$ cat config.mk
export PLATFORM = sky130hd
export DESIGN_NAME = mem_byte_master
export DESIGN_NICKNAME = d
export VERILOG_FILES = /design/src/rtl/mem_pkg.sv /design/src/rtl/word_assembler.sv /design/src/rtl/mem_byte_master.sv
export SDC_FILE = /design/constraint.sdc
export NUM_CORES = 1
export LEC_CHECK = 0
export ABC_AREA = 1
export BUFFER_PORTS_ARGS = -buffer_cell sky130_fd_sc_hd__clkbuf_2
export CORE_MARGIN = 2
export CORE_UTILIZATION = 48
export CTS_CLUSTER_DIAMETER = 30
export DETAILED_ROUTE_END_ITERATION = 6
export PLACE_DENSITY = 0.73
export RECOVER_POWER = 50
export SLEW_MARGIN = 20
export SYNTH_ARGS = -nofsm -noshare
export SYNTH_HDL_FRONTEND = slang
export SYNTH_HIERARCHICAL = 1
export SYNTH_SLANG_ARGS = --single-unit
$ cat constraint.sdc
create_clock -name clk -period 5.8 [get_ports clk]
set_input_delay 1.45 -clock clk [delete_from_list [all_inputs] [get_ports clk]]
set_output_delay 1.45 -clock clk [all_outputs]
set_load 0.01 [all_outputs]
$ cat src/rtl/mem_pkg.sv
// Shared constants and FSM encoding for the byte-wide data memory path.
package mem_pkg;
  localparam int unsigned BASE_ADDR = 1024;
  localparam int unsigned MEM_BYTES = 256;
  localparam int unsigned LANES     = 4;

  typedef enum logic [1:0] {
    IDLE = 2'd0,
    XFER = 2'd1,
    DONE = 2'd2
  } state_t;
endpackage

$ cat src/rtl/word_assembler.sv
// 4x8 lane register: one lane written per cycle, synchronous clear; 0-cycle read of held word.
// No backpressure; the owner sequences the lane writes.
module word_assembler
  import mem_pkg::*;
(
  input  logic        clk,
  input  logic        rst,
  input  logic        clr,
  input  logic        wr_en,
  input  logic [1:0]  lane,
  input  logic [7:0]  din,
  output logic [31:0] word
);

  logic [LANES-1:0][7:0] lane_q;

  always_ff @(posedge clk or negedge rst) begin
    if (!rst) begin
      lane_q <= '0;
    end else if (clr) begin
      lane_q <= '0;
    end else if (wr_en) begin
      lane_q[lane] <= din;
    end
  end

  assign word = lane_q;

endmodule

$ cat src/rtl/mem_byte_master.sv
// Splits a 32-bit load/store into four byte accesses; DONE 5 cycles after accept (1 if rejected).
// Holds the pipeline with freeze from accept until DONE.
module mem_byte_master #(
  parameter int unsigned  BASE_ADDR = mem_pkg::BASE_ADDR,
  parameter int unsigned  MEM_BYTES = mem_pkg::MEM_BYTES,
  localparam int unsigned AW        = $clog2(MEM_BYTES)
) (
  input  logic          clk,
  input  logic          rst,
  input  logic          mem_r_en,
  input  logic          mem_w_en,
  input  logic [31:0]   address,
  input  logic [31:0]   data_to_write,
  output logic [31:0]   result,
  output logic          freeze,
  output logic          addr_err,
  output logic [AW-1:0] bm_addr,
  output logic [7:0]    bm_wdata,
  output logic          bm_we,
  output logic          bm_re,
  input  logic [7:0]    bm_rdata
);
  import mem_pkg::*;

  state_t        state;
  logic [1:0]    cnt;
  logic [AW-1:0] off_q;
  logic [31:0]   data_q;
  logic          wr_q;
  logic          err_q;
  logic [31:0]   result_q;
  logic [31:0]   asm_word;
  logic          req;
  logic          valid;
  logic          xfer;
  logic [31:0]   offset;

  assign req    = mem_w_en | mem_r_en;
  // Unsigned subtraction makes addresses below BASE_ADDR fail the range check too.
  assign offset = address - BASE_ADDR;
  assign valid  = (address[1:0] == 2'b00) && (offset <= MEM_BYTES - LANES);
  assign xfer   = (state == XFER);

  always_ff @(posedge clk or negedge rst) begin
    if (!rst) begin
      state    <= IDLE;
      cnt      <= 2'd0;
      off_q    <= '0;
      data_q   <= '0;
      wr_q     <= 1'b0;
      err_q    <= 1'b0;
      result_q <= '0;
    end else begin
      case (state)
        IDLE: begin
          if (req) begin
            off_q  <= offset[AW-1:0];
            data_q <= data_to_write;
            wr_q   <= mem_w_en;
            err_q  <= !valid;
            cnt    <= 2'd0;
            state  <= valid ? XFER : DONE;
          end
        end
        XFER: begin
          cnt <= cnt + 2'd1;
          if (cnt == 2'd3) state <= DONE;
        end
        DONE: begin
          if (!wr_q && !err_q) result_q <= asm_word;
          state <= IDLE;
        end
        default: state <= IDLE;
      endcase
    end
  end

  word_assembler u_asm (
    .clk   (clk),
    .rst   (rst),
    .clr   ((state == IDLE) && req),
    .wr_en (xfer && !wr_q),
    .lane  (cnt),
    .din   (bm_rdata),
    .word  (asm_word)
  );

  // Reset drops freeze at once so a pipeline held mid-transfer is released.
  assign freeze   = rst && req && (state != DONE);
  assign addr_err = (state == DONE) && err_q;
  assign bm_we    = xfer && wr_q;
  assign bm_re    = xfer && !wr_q;
  assign bm_addr  = xfer ? off_q + AW'(cnt) : '0;
  assign bm_wdata = bm_we ? data_q[{cnt, 3'b000} +: 8] : 8'h00;
  assign result   = (state == DONE && !wr_q && !err_q) ? asm_word : result_q;

endmodule

# After elaboration in Yosys (flattened, before gate mapping)
# Index checks and enable logic that the tools add are counted.
# totals
ff_bits	110
output_inout_bits	52
# op_classes
addsub	3
order_cmp	3
n_eq_ne	6
shift	1
muxes	14
n_bitwise	1
n_reduce_logical	22
# ops
operator	count
32-bit 2-to-1 mux	3
32-bit bitwise mux	1
32-bit by 8-bit less-or-equal comparator with 1-bit output (second input constant)	1
32-bit by 6-bit variable part select with 8-bit output	1
32-bit by 11-bit subtractor with 32-bit output (second input constant)	1
8-bit 2-to-1 mux	3
8-bit demux with 2-bit select	1
1-bit logical AND	11
8-bit by 2-bit adder with 8-bit output	1
2-bit 2-to-1 mux	4
2-bit one-hot mux with 2 select lines	2
2-bit AND reduction	4
2-bit equality test (second input constant)	2
2-bit zero test	2
2-bit != test (second input constant)	2
2-bit nonzero test	2
1-bit zero test	3
2-bit by 3-bit less-than comparator with 1-bit output (second input constant)	1
2-bit by 1-bit adder with 2-bit output (second input constant)	1
2-bit by 1-bit equality test with 1-bit output (second input constant)	1
2-bit by 1-bit greater-or-equal comparator with 1-bit output (second input constant)	1
2-bit by 1-bit != test with 1-bit output (second input constant)	1
1-bit bitwise OR	1

# Depth between registers and ports, before layout
# Gate-level depths: netlist (run 1).
# depth
ltp_word	7
mapped_depth	13
ltp_nobuf	13

# Modules after synthesis
# The synthesis (run 1) kept the hierarchy.
# modules_own_cells
mod	n_inst	cells_each	area_each_um2	seq_area_each_um2
mem_byte_master	1	529	4370.4	1951.9
word_assembler	1	165	1442.6	800.8

# Worst setup path after synthesis (run 1)
# Ideal clock, no wire load.
# synth_timing
path_type	in2out
start	input mem_r_en
end	output freeze
arrival_ns	1.743
required_time_ns	4.350
setup_slack_ns	2.607
path_stages	4
path_buffers	0
cell_sequence	nor2_1 inv_1 nand2_1 nor2_1
# synth_between
elab_chain_cells	3
# synth_lines
item	line_no	source
start: declaration	mem_byte_master.sv:10	input logic mem_r_en,
1-bit bitwise OR	mem_byte_master.sv:38	assign req = mem_w_en | mem_r_en;
1-bit logical AND (2 in series)	mem_byte_master.sv:89	assign freeze = rst && req && (state != DONE);
end: declaration	mem_byte_master.sv:15	output logic freeze,
# Every way passes these cells.

# Worst setup path after layout (run 1)
# layout_timing
start	register cnt[1]
end	output bm_addr[7]
# layout_between
elab_chain_cells	2
# layout_lines
item	line_no	source
start: declaration	mem_byte_master.sv:26	logic [1:0] cnt;
start signal: assignment	mem_byte_master.sv:66	cnt <= cnt + 2'd1;
8-bit by 2-bit adder with 8-bit output	mem_byte_master.sv:93	assign bm_addr = xfer ? off_q + AW'(cnt) : '0;
8-bit 2-to-1 mux	mem_byte_master.sv:93	
end: declaration	mem_byte_master.sv:17	output logic [AW-1:0] bm_addr,
# Every way passes these cells.

==> results_dict.tcl, run 1 <==
set metrics [dict create \
    regToRegSetupSlack_ps 2810 \
    crit_chain "ha_1, nand2_1, o21ai_0, inv_1, nor2_1, nand3_1, inv_1, a21oi_1, nor3_1, clkbuf_2" \
    min_from "data_q[15]$_DFFE_PN0P_" \
    worstMarginPinSlew_ps 1610 \
    outcome "finished with violations" \
    grt_max_degree 65 \
    path_max_fanout 19 \
    netlist_top_cells_area "dfrtp_1, nand2_1, mux2_2" \
    crit_buf_inv 3 \
    antenna_found_initial 0 \
    max_freq_mhz 254 \
    ys.flop_type "dfrtp_1" \
    initial_utilization_pct 48.8 \
    syn_avg_cell_area_um2 8.38 \
    rows 40 \
    ys_warn_count 6 \
    critPathCaptureType "output port" \
    crit_family "flip-flops" \
    cellLeakagePower_nw 3.80 \
    gp_congestion 0.870 \
    min_period_ps 3940 \
    dpl_cell_area_mm2 0.00650 \
    arrival_ps 2490 \
    tritoncts "yes" \
    ys_ff_latch 110 \
    synth_top_area_share_pct 47.4 \
    post_cts_buffers 0 \
    whs_endpoint "data_q[15]$_DFFE_PN0P_" \
    grt_pass1_wl_um 21700 \
    synth-edff-count 0 \
    violations "max-capacitance violations, max-slew violations" \
    ys_types 29 \
    r2r-start "state[0]$_DFFE_PN0P_" \
    num_io_pins 128 \
    critical-path-slowest-cell "dfrtp_1" \
    hold_buffers 0 \
    slew_viol_final 53 \
    area_growth_pct 17.1 \
    ys_seq_area_share_pct 47.4 \
    async_reset_ff_share_pct 100 \
    track_usage_pct 21.0 \
    fin_tns_setup_ps 0 \
    slew_headroom_pct -7.47 \
    synth-xor-area-share_pct 0 \
    maxCapViolCount 1 \
    rsz0062_at_grt "no" \
    core_mm2 0.0119 \
    grt_pass1_vias 4629 \
    netlist_area_mm2 0.00581 \
    final_layout_size_suffix_gt1_share_pct 29.4 \
    finish.instance_area_mm2 0.00681 \
    synthSimpleGateAreaFrac_pct 29.6 \
    synth_top_family_by_area "simple AND/OR/NAND/NOR gates" \
    synth_fa_ha_area_share_pct 0.990 \
    die_area_mm2 0.0130 \
    synthCells 694 \
    fill_cells 1147 \
    die_h_um 114 \
    vias_per_cell 5.04 \
    critical_path.most_common_cell "inv_1" \
    cts.reportedPaths.clkPinSlew_ps 70 \
    die_w_um 114 \
    crit_required_ps 4350 \
    dr.pass1.iters 5 \
    p_per_area_mw_per_mm2 246 \
    startpoint_type "register" \
    hold_path.class "reg -> reg" \
    timing_hold_violations_final 0 \
    yosys.area.top_type "dfrtp_1" \
    synth_mux_area_share_pct 12.4 \
    pre_cts_ws_ps 1950 \
    cts_buffers 9 \
    h-tree-depth 3 \
    clockBufferDepth 2 \
    clock_sinks 110 \
    fin_worst_skew_ps 8.28 \
    ir_worst_vdd_mv 0.150 \
    r2r_cells 8 \
    post-route-period-util_pct 68.0 \
    wl_per_cell_um 13.4 \
    fin_nets 892 \
    cts_resized 0 \
    path_depth 10 \
    num_vias 4854 \
    route.detailed.drc 0 \
    routed_wl_um 13000 \
    hpwl_um 9180 \
    grt-ovfl-total 0 \
    layout_setup_ws_ps 1860 \
    ant_nets 0 \
    path_class "reg -> out" \
    worstSkewPairLatency_ps 360 \
    syn_nets 774 \
    max_stage_delay_ps 680 \
    io_buffers 127 \
    synth_compound_area_share_pct 3.77 \
    setup_viol 0 \
    drt_iter0_drc 272 \
    r2r_end "u_asm/word[19]$_DFFE_PN0P_" \
    cts-root-buf "clkbuf_16" \
    diodes 0 \
    hold_depth 2 \
]
==> placed cells by master, fill, tap and decap left out, types with 2 or more instances in the layout <==
| cell type | Yosys | final |
|---|---|---|
| nand2_1 | 234 | 234 |
| clkbuf_2 | 0 | 125 |
| dfrtp_1 | 110 | 110 |
| nor2_1 | 85 | 85 |
| mux2_2 | 64 | 64 |
| nand3_1 | 52 | 52 |
| inv_1 | 36 | 37 |
| o21ai_0 | 27 | 27 |
| a21oi_1 | 12 | 12 |
| clkbuf_16 | 0 | 9 |
| inv_2 | 9 | 8 |
| nor2_2 | 7 | 7 |
| nor3_1 | 6 | 6 |
| nor2_4 | 5 | 5 |
| buf_4 | 5 | 5 |
| nand2_2 | 3 | 3 |
| o21ai_1 | 3 | 3 |
| nand3_2 | 3 | 3 |
| ha_1 | 3 | 3 |
| nand3_4 | 3 | 3 |
| clkinvlp_4 | 0 | 2 |
| clkinv_1 | 2 | 2 |
==> cell families (layout without fill, tap and decap cells) <==
kind of cell	after synthesis	in the layout
DFF	110	110
and+or+nand+nor	402	402
adders and majority gates	4	4
buffers and inverters	71	194
muxes	64	64
AOI/OAI and AO/OA	43	43
==> cell type report <==
type | count | area, um2 | share of cell area (%)
clock buffers | 10 | 239 | 3.51
clock inverters | 6 | 70.1 | 1.03
inverters | 47 | 176 | 2.59
well taps | 147 | 184 | 2.70
repair buffers | 131 | 667 | 9.80
multi-input cells | 513 | 2720 | 39.9
flip-flops and latches | 110 | 2750 | 40.4
==> report_power, final <==
part / leakage, nW / internal, mW / switching, mW / total (mW)
clock network: 0.147 / 0.350 / 0.289 / 0.638
registers: 1.46 / 0.817 / 0.0312 / 0.849
logic: 2.19 / 0.0640 / 0.126 / 0.190
total: 3.80 / 1.23 / 0.446 / 1.68
==> through the flow <==
| step | cells | utilization (%) | power [mW] | hold slack [ps] |
|---|---|---|---|---|
| after global routing | 964 | 57.2 | 1.76 | 505 |
| final | 964 | 57.2 | 1.68 | 480 |
| after global placement | 948 | 54.6 | 1.05 | 459 |
| after detailed placement | 948 | 54.6 | 1.05 | 462 |
| after CTS | 964 | 57.2 | 1.70 | 481 |
| after floorplan | 694 | - | 0.972 | 444 |
==> layer usage <==
metal  up-vias  wire length [um]  GRT usage [%]
li1       2469                 -              -
met1      2232              5930           28.3
met2       138              6060           34.3
met3        15               756           4.66
met4         0               205           6.42
met5         -                 0              0
==> worst reg2reg max path, delay by kind of cell, from the launching register on <==
family                 cells  cell delay [ps]
buffers and inverters      2             1800
AND/OR/NAND/NOR            6              670
flip-flops                 1              420
==> sequential cells by signal, indices dropped and copies added (netlist names) <==
signal and cells:
result_q 32, cnt 2, err_q 1, state 2
off_q 8, wr_q 1, data_q 32, u_asm/word 32
==> worst max path at each step <==
stage | from | end | slack [ps]
finish | cnt[1]$_DFFE_PN0P_ | bm_addr[7] | 1860
global placement | rst | freeze | 1960
floorplan | mem_r_en | freeze | 2610
detailed placement | rst | freeze | 1950
global route | cnt[1]$_DFFE_PN0P_ | bm_addr[7] | 1630
CTS | cnt[1]$_DFFE_PN0P_ | bm_addr[7] | 1830
==> synthesized netlist by cell type (all sizes together), types with 2 or more instances <==
| cell | count |
|---|---|
| buf | 18 |
| dfrtp | 110 |
| mux2 | 64 |
| clkbuf | 6 |
| nand3 | 58 |
| clkinv | 2 |
| nor3 | 6 |
| inv | 45 |
| ha | 3 |
| nand2 | 238 |
| nor2 | 97 |
| a21oi | 12 |
| o21ai | 30 |
Power figures use the tool's default switching activity.
==> inputs of run 2 (changes only) <==
Settings changed: PLACE_DENSITY 0.73 to 0.76.
Clock period 5.8 ns to 3.3 ns, I/O delays scaled along.
==> results_dict.tcl, run 2 (synthesis gave the netlist of run 1 again) <==
set metrics [dict create \
    h-tree-depth 3 \
    final_layout_size_suffix_gt1_share_pct 29.7 \
    clockBufferDepth 2 \
    worstMarginPinSlew_ps 1330 \
    die_area_mm2 0.0130 \
    path_class "in -> out" \
    fin_cells 968 \
    critPathCaptureType "output port" \
    wl_per_cell_um 13.6 \
    fin_tns_setup_ps 0 \
    cts_resized 0 \
    crit_family "buffers and inverters" \
    hold_path.class "reg -> reg" \
    min_period_ps 2990 \
    grt-ovfl-total 0 \
    tritoncts "yes" \
    drt_iter0_drc 204 \
    grt_busiest_layer "met2" \
    grt_max_degree 65 \
    regArea_mm2 0.00275 \
    track_usage_pct 21.4 \
    num_io_pins 128 \
    cts_buffers 9 \
    fill_cells 1083 \
    max_freq_mhz 335 \
    vias_per_cell 5.00 \
    setup_viol 0 \
    die_h_um 114 \
    grt.met2_usage_pct 35.1 \
    fin_worst_skew_ps 6.96 \
    layout_common_cells "nand2_1, clkbuf_2, dfrtp_1, nor2_1, mux2_2" \
    use_met1_pct 29.6 \
    clock_sinks 110 \
    startpoint_type "primary input" \
    dr.pass1.iters 4 \
    post_cts_buffers 0 \
    outcome "finished clean" \
    fin_nets 896 \
    slew_viol_final 0 \
    critical-path-slowest-cell "clkbuf_1" \
    area_growth_pct 17.4 \
    numPlacedInstances 952 \
    multi_input_area_mm2 0.00272 \
    cts.reportedPaths.clkPinSlew_ps 70 \
    crit_chain "clkbuf_1, nand2_1, nor2_1, clkbuf_2" \
    crit_required_ps 2470 \
    routed_wl_um 13100 \
    fin_hold_ws_ps 478 \
    slew_headroom_pct 11.2 \
    ir_worst_vdd_mv 0.299 \
    max_stage_delay_ps 930 \
    antenna_found_initial 0 \
    rows 40 \
    hpwl_um 9470 \
    num_vias 4844 \
    p_per_area_mw_per_mm2 425 \
    timing_hold_violations_final 0 \
    hold_buffers 0 \
    crit_buf_inv 2 \
    grt_pass1_wl_um 22300 \
    route.detailed.drc 0 \
    layout_commonest_cell "nand2_1" \
    core_mm2 0.0119 \
    maxCapViolCount 0 \
    path_max_fanout 24 \
    post-route-period-util_pct 90.6 \
    io_buffers 127 \
    grt_pass1_vias 4810 \
    gp_congestion 0.903 \
    rsz0062_at_grt "no" \
    ant_nets 0 \
    arrival_ps 2160 \
    met3_usage_pct 5.29 \
    die_w_um 114 \
    initial_utilization_pct 48.8 \
    diodes 0 \
    cellLeakagePower_nw 3.81 \
    worstSkewPairLatency_ps 350 \
    cts-root-buf "clkbuf_16" \
]
-- run 2: final timing paths --
kind / startpoint / endpoint / slack (ps) / cells after the start
worst max-delay path: rst / freeze / 310 / 4
worst min-delay path: data_q[14]$_DFFE_PN0P_ / data_q[14]$_DFFE_PN0P_ / 480 / 2
worst max register to register: state[0]$_DFFE_PN0P_ / u_asm/word[26]$_DFFE_PN0P_ / 1490 / 9
max in group asynchronous: rst / off_q[2]$_DFFE_PN0P_ / 600 / 2
min in group asynchronous: rst / result_q[11]$_DFFE_PN0P_ / 750 / 1
worst min register to register: data_q[14]$_DFFE_PN0P_ / data_q[14]$_DFFE_PN0P_ / 480 / 2
-- run 2: stage by stage --
stage	power, mW	instance area (um2)	utilization (%)	setup WS [ps]
2_1_floorplan	1.71	5810	-	886
3_3_place_gp	1.85	6540	54.9	792
3_5_place_dp	1.85	6540	54.9	760
4_1_cts	2.92	6830	57.4	376
5_1_grt	3.04	6830	57.3	64.6
6_report	2.90	6830	57.3	311
-- run 2: per-layer routing --
layer	vias up	part of all wire [%]	routed length, um
li1	2467	-	-
met1	2226	47	6110
met2	142	47	6130
met3	9	6.1	800
met4	0	0.64	84
met5	-	0	0
-- run 2: power by group --
| group | internal, mW | switching [mW] | leakage, nW |
|---|---|---|---|
| registers | 1.44 | 0.0565 | 1.46 |
| logic | 0.111 | 0.221 | 2.22 |
| clock network | 0.586 | 0.485 | 0.134 |
-- run 2: tightest hold or removal path, cell delays in order (launching register included) --
cell	delay (ps)
dfrtp_1	340
nand2_1	50
nand2_1	50
-- run 2: layout make-up --
type,count,area share [%]
tap,147,2.69
multi-input combinational,513,39.8
timing repair buffer,135,10.3
clock inverter,6,0.917
inverter,47,2.58
clock buffer,10,3.35
sequential,110,40.3
==> inputs of run 3 (changes only) <==
Settings changed: ABC_CLOCK_PERIOD_IN_PS from default to 3300, CORE_MARGIN 2 to 10.
==> results_dict.tcl, run 3 (synthesis gave the netlist of run 1 again) <==
set metrics [dict create \
    die_w_um 130 \
    h-tree-depth 3 \
    critical-path-slowest-cell "dfrtp_1" \
    track_usage_pct 17.5 \
    wl_per_cell_um 14.8 \
    startpoint_type "register" \
    cellLeakagePower_nw 3.83 \
    met3WireLength_um 1170 \
    layout_common_cells "nand2_1, clkbuf_2, dfrtp_1, nor2_1, mux2_2" \
    final_layout_size_suffix_gt1_share_pct 29.5 \
    fin_tns_setup_ps 0 \
    crit_required_ps 2470 \
    grt_max_degree 65 \
    routed.top_layer "met4" \
    outcome "finished clean" \
    crit_family "simple AND/OR/NAND/NOR gates" \
    routed_wl_um 14400 \
    arrival_ps 2050 \
    slew_viol_final 0 \
    die_area_mm2 0.0169 \
    worstSkewPairLatency_ps 350 \
    antenna_found_initial 0 \
    finalPower_mw 3.00 \
    fin_cells 968 \
    ant_nets 0 \
    hold_path.class "reg -> reg" \
    wl_met2_um 6710 \
    cts-root-buf "clkbuf_16" \
    fin_worst_skew_ps 5.80 \
    p_per_area_mw_per_mm2 438 \
    clockBufferDepth 2 \
    crit_chain "ha_1, nand2_1, o21ai_0, inv_1, nor2_1, nand3_1, inv_1, a21oi_1, nor3_1, clkbuf_2" \
    min_period_ps 2880 \
    maxCapViolCount 0 \
    num_vias 4858 \
    min_from "data_q[14]$_DFFE_PN0P_" \
    layout_commonest_cell "nand2_1" \
    path_max_fanout 3 \
    hold_buffers 0 \
    cts.reportedPaths.clkPinSlew_ps 70 \
    num_io_pins 128 \
    path_class "reg -> out" \
    critical_path.most_common_cell "inv_1" \
    r2r-start "state[0]$_DFFE_PN0P_" \
    cts_resized 0 \
    rsz0062_at_grt "no" \
    io_buffers 127 \
    die_h_um 130 \
    numPlacedInstances 952 \
    timing_hold_violations_final 0 \
    critPathCaptureType "output port" \
    post_cts_buffers 0 \
    drt_iter0_drc 386 \
    area_growth_pct 18.0 \
    dr.pass1.iters 5 \
    critPathLaunch "off_q[1]$_DFFE_PN0P_" \
    fin_nets 896 \
    hpwl_um 10800 \
    max_freq_mhz 348 \
    route.detailed.drc 0 \
    core_mm2 0.0119 \
    vias_per_cell 5.02 \
    diodes 0 \
    crit_buf_inv 3 \
    clock_sinks 110 \
    grt_pass1_vias 4885 \
    max_stage_delay_ps 410 \
    rows 40 \
    gp_congestion 0.892 \
    tritoncts "yes" \
    ir_worst_vdd_mv 0.383 \
    post-route-period-util_pct 87.1 \
    worstMarginPinSlew_ps 1400 \
    wl_met1_um 6360 \
    cts_buffers 9 \
    slew_headroom_pct 6.41 \
    initial_utilization_pct 48.8 \
    grt_pass1_wl_um 23900 \
    grt-ovfl-total 0 \
    setup_viol 0 \
]
==> run 3: final cells by class <==
type	instances	area, um2
sequential	110	2750
tap	147	184
multi-input combinational	513	2720
fill	1143	5050
clock inverter	5	81.3
clock buffer	11	243
inverter	47	176
timing repair buffer	135	701
==> run 3: path summary, 6_finish.rpt <==
kind	end	slack [ps]	cells past startpoint
setup reg to reg	u_asm/word[3]$_DFFE_PN0P_	1350	8
hold reg to reg	data_q[14]$_DFFE_PN0P_	480	2
min in group asynchronous	u_asm/word[0]$_DFFE_PN0P_	1050	2
setup / recovery	bm_addr[7]	420	10
hold / removal	data_q[14]$_DFFE_PN0P_	480	2
max in group asynchronous	data_q[29]$_DFFE_PN0P_	1390	2
==> run 3: per-layer routing <==
metal | global-route usage, % | vias to the layer above
li1 | - | 2463
met1 | 23.1 | 2238
met2 | 27.3 | 146
met3 | 6.04 | 11
met4 | 3.51 | 0
met5 | 0 | -
==> run 3: stage by stage <==
step	util [%]	setup slack, ps	cell area, um2	hold slack [ps]
6_report	57.6	425	6860	478
5_1_grt	57.6	183	6860	506
4_1_cts	57.6	425	6870	480
3_5_place_dp	54.9	806	6540	460
3_3_place_gp	54.9	811	6540	459
2_1_floorplan	-	886	5810	444
==> run 3: worst min-delay path, cell delays in order (launching register included) <==
cell and delay (ps):
dfrtp_1 340, nand2_1 50, nand2_1 50
==> run 3: where the power goes <==
part	internal, mW	switching (mW)	leakage (nW)
registers	1.44	0.0566	1.46
clock network	0.688	0.482	0.156
logic	0.111	0.226	2.21
total	2.24	0.764	3.83
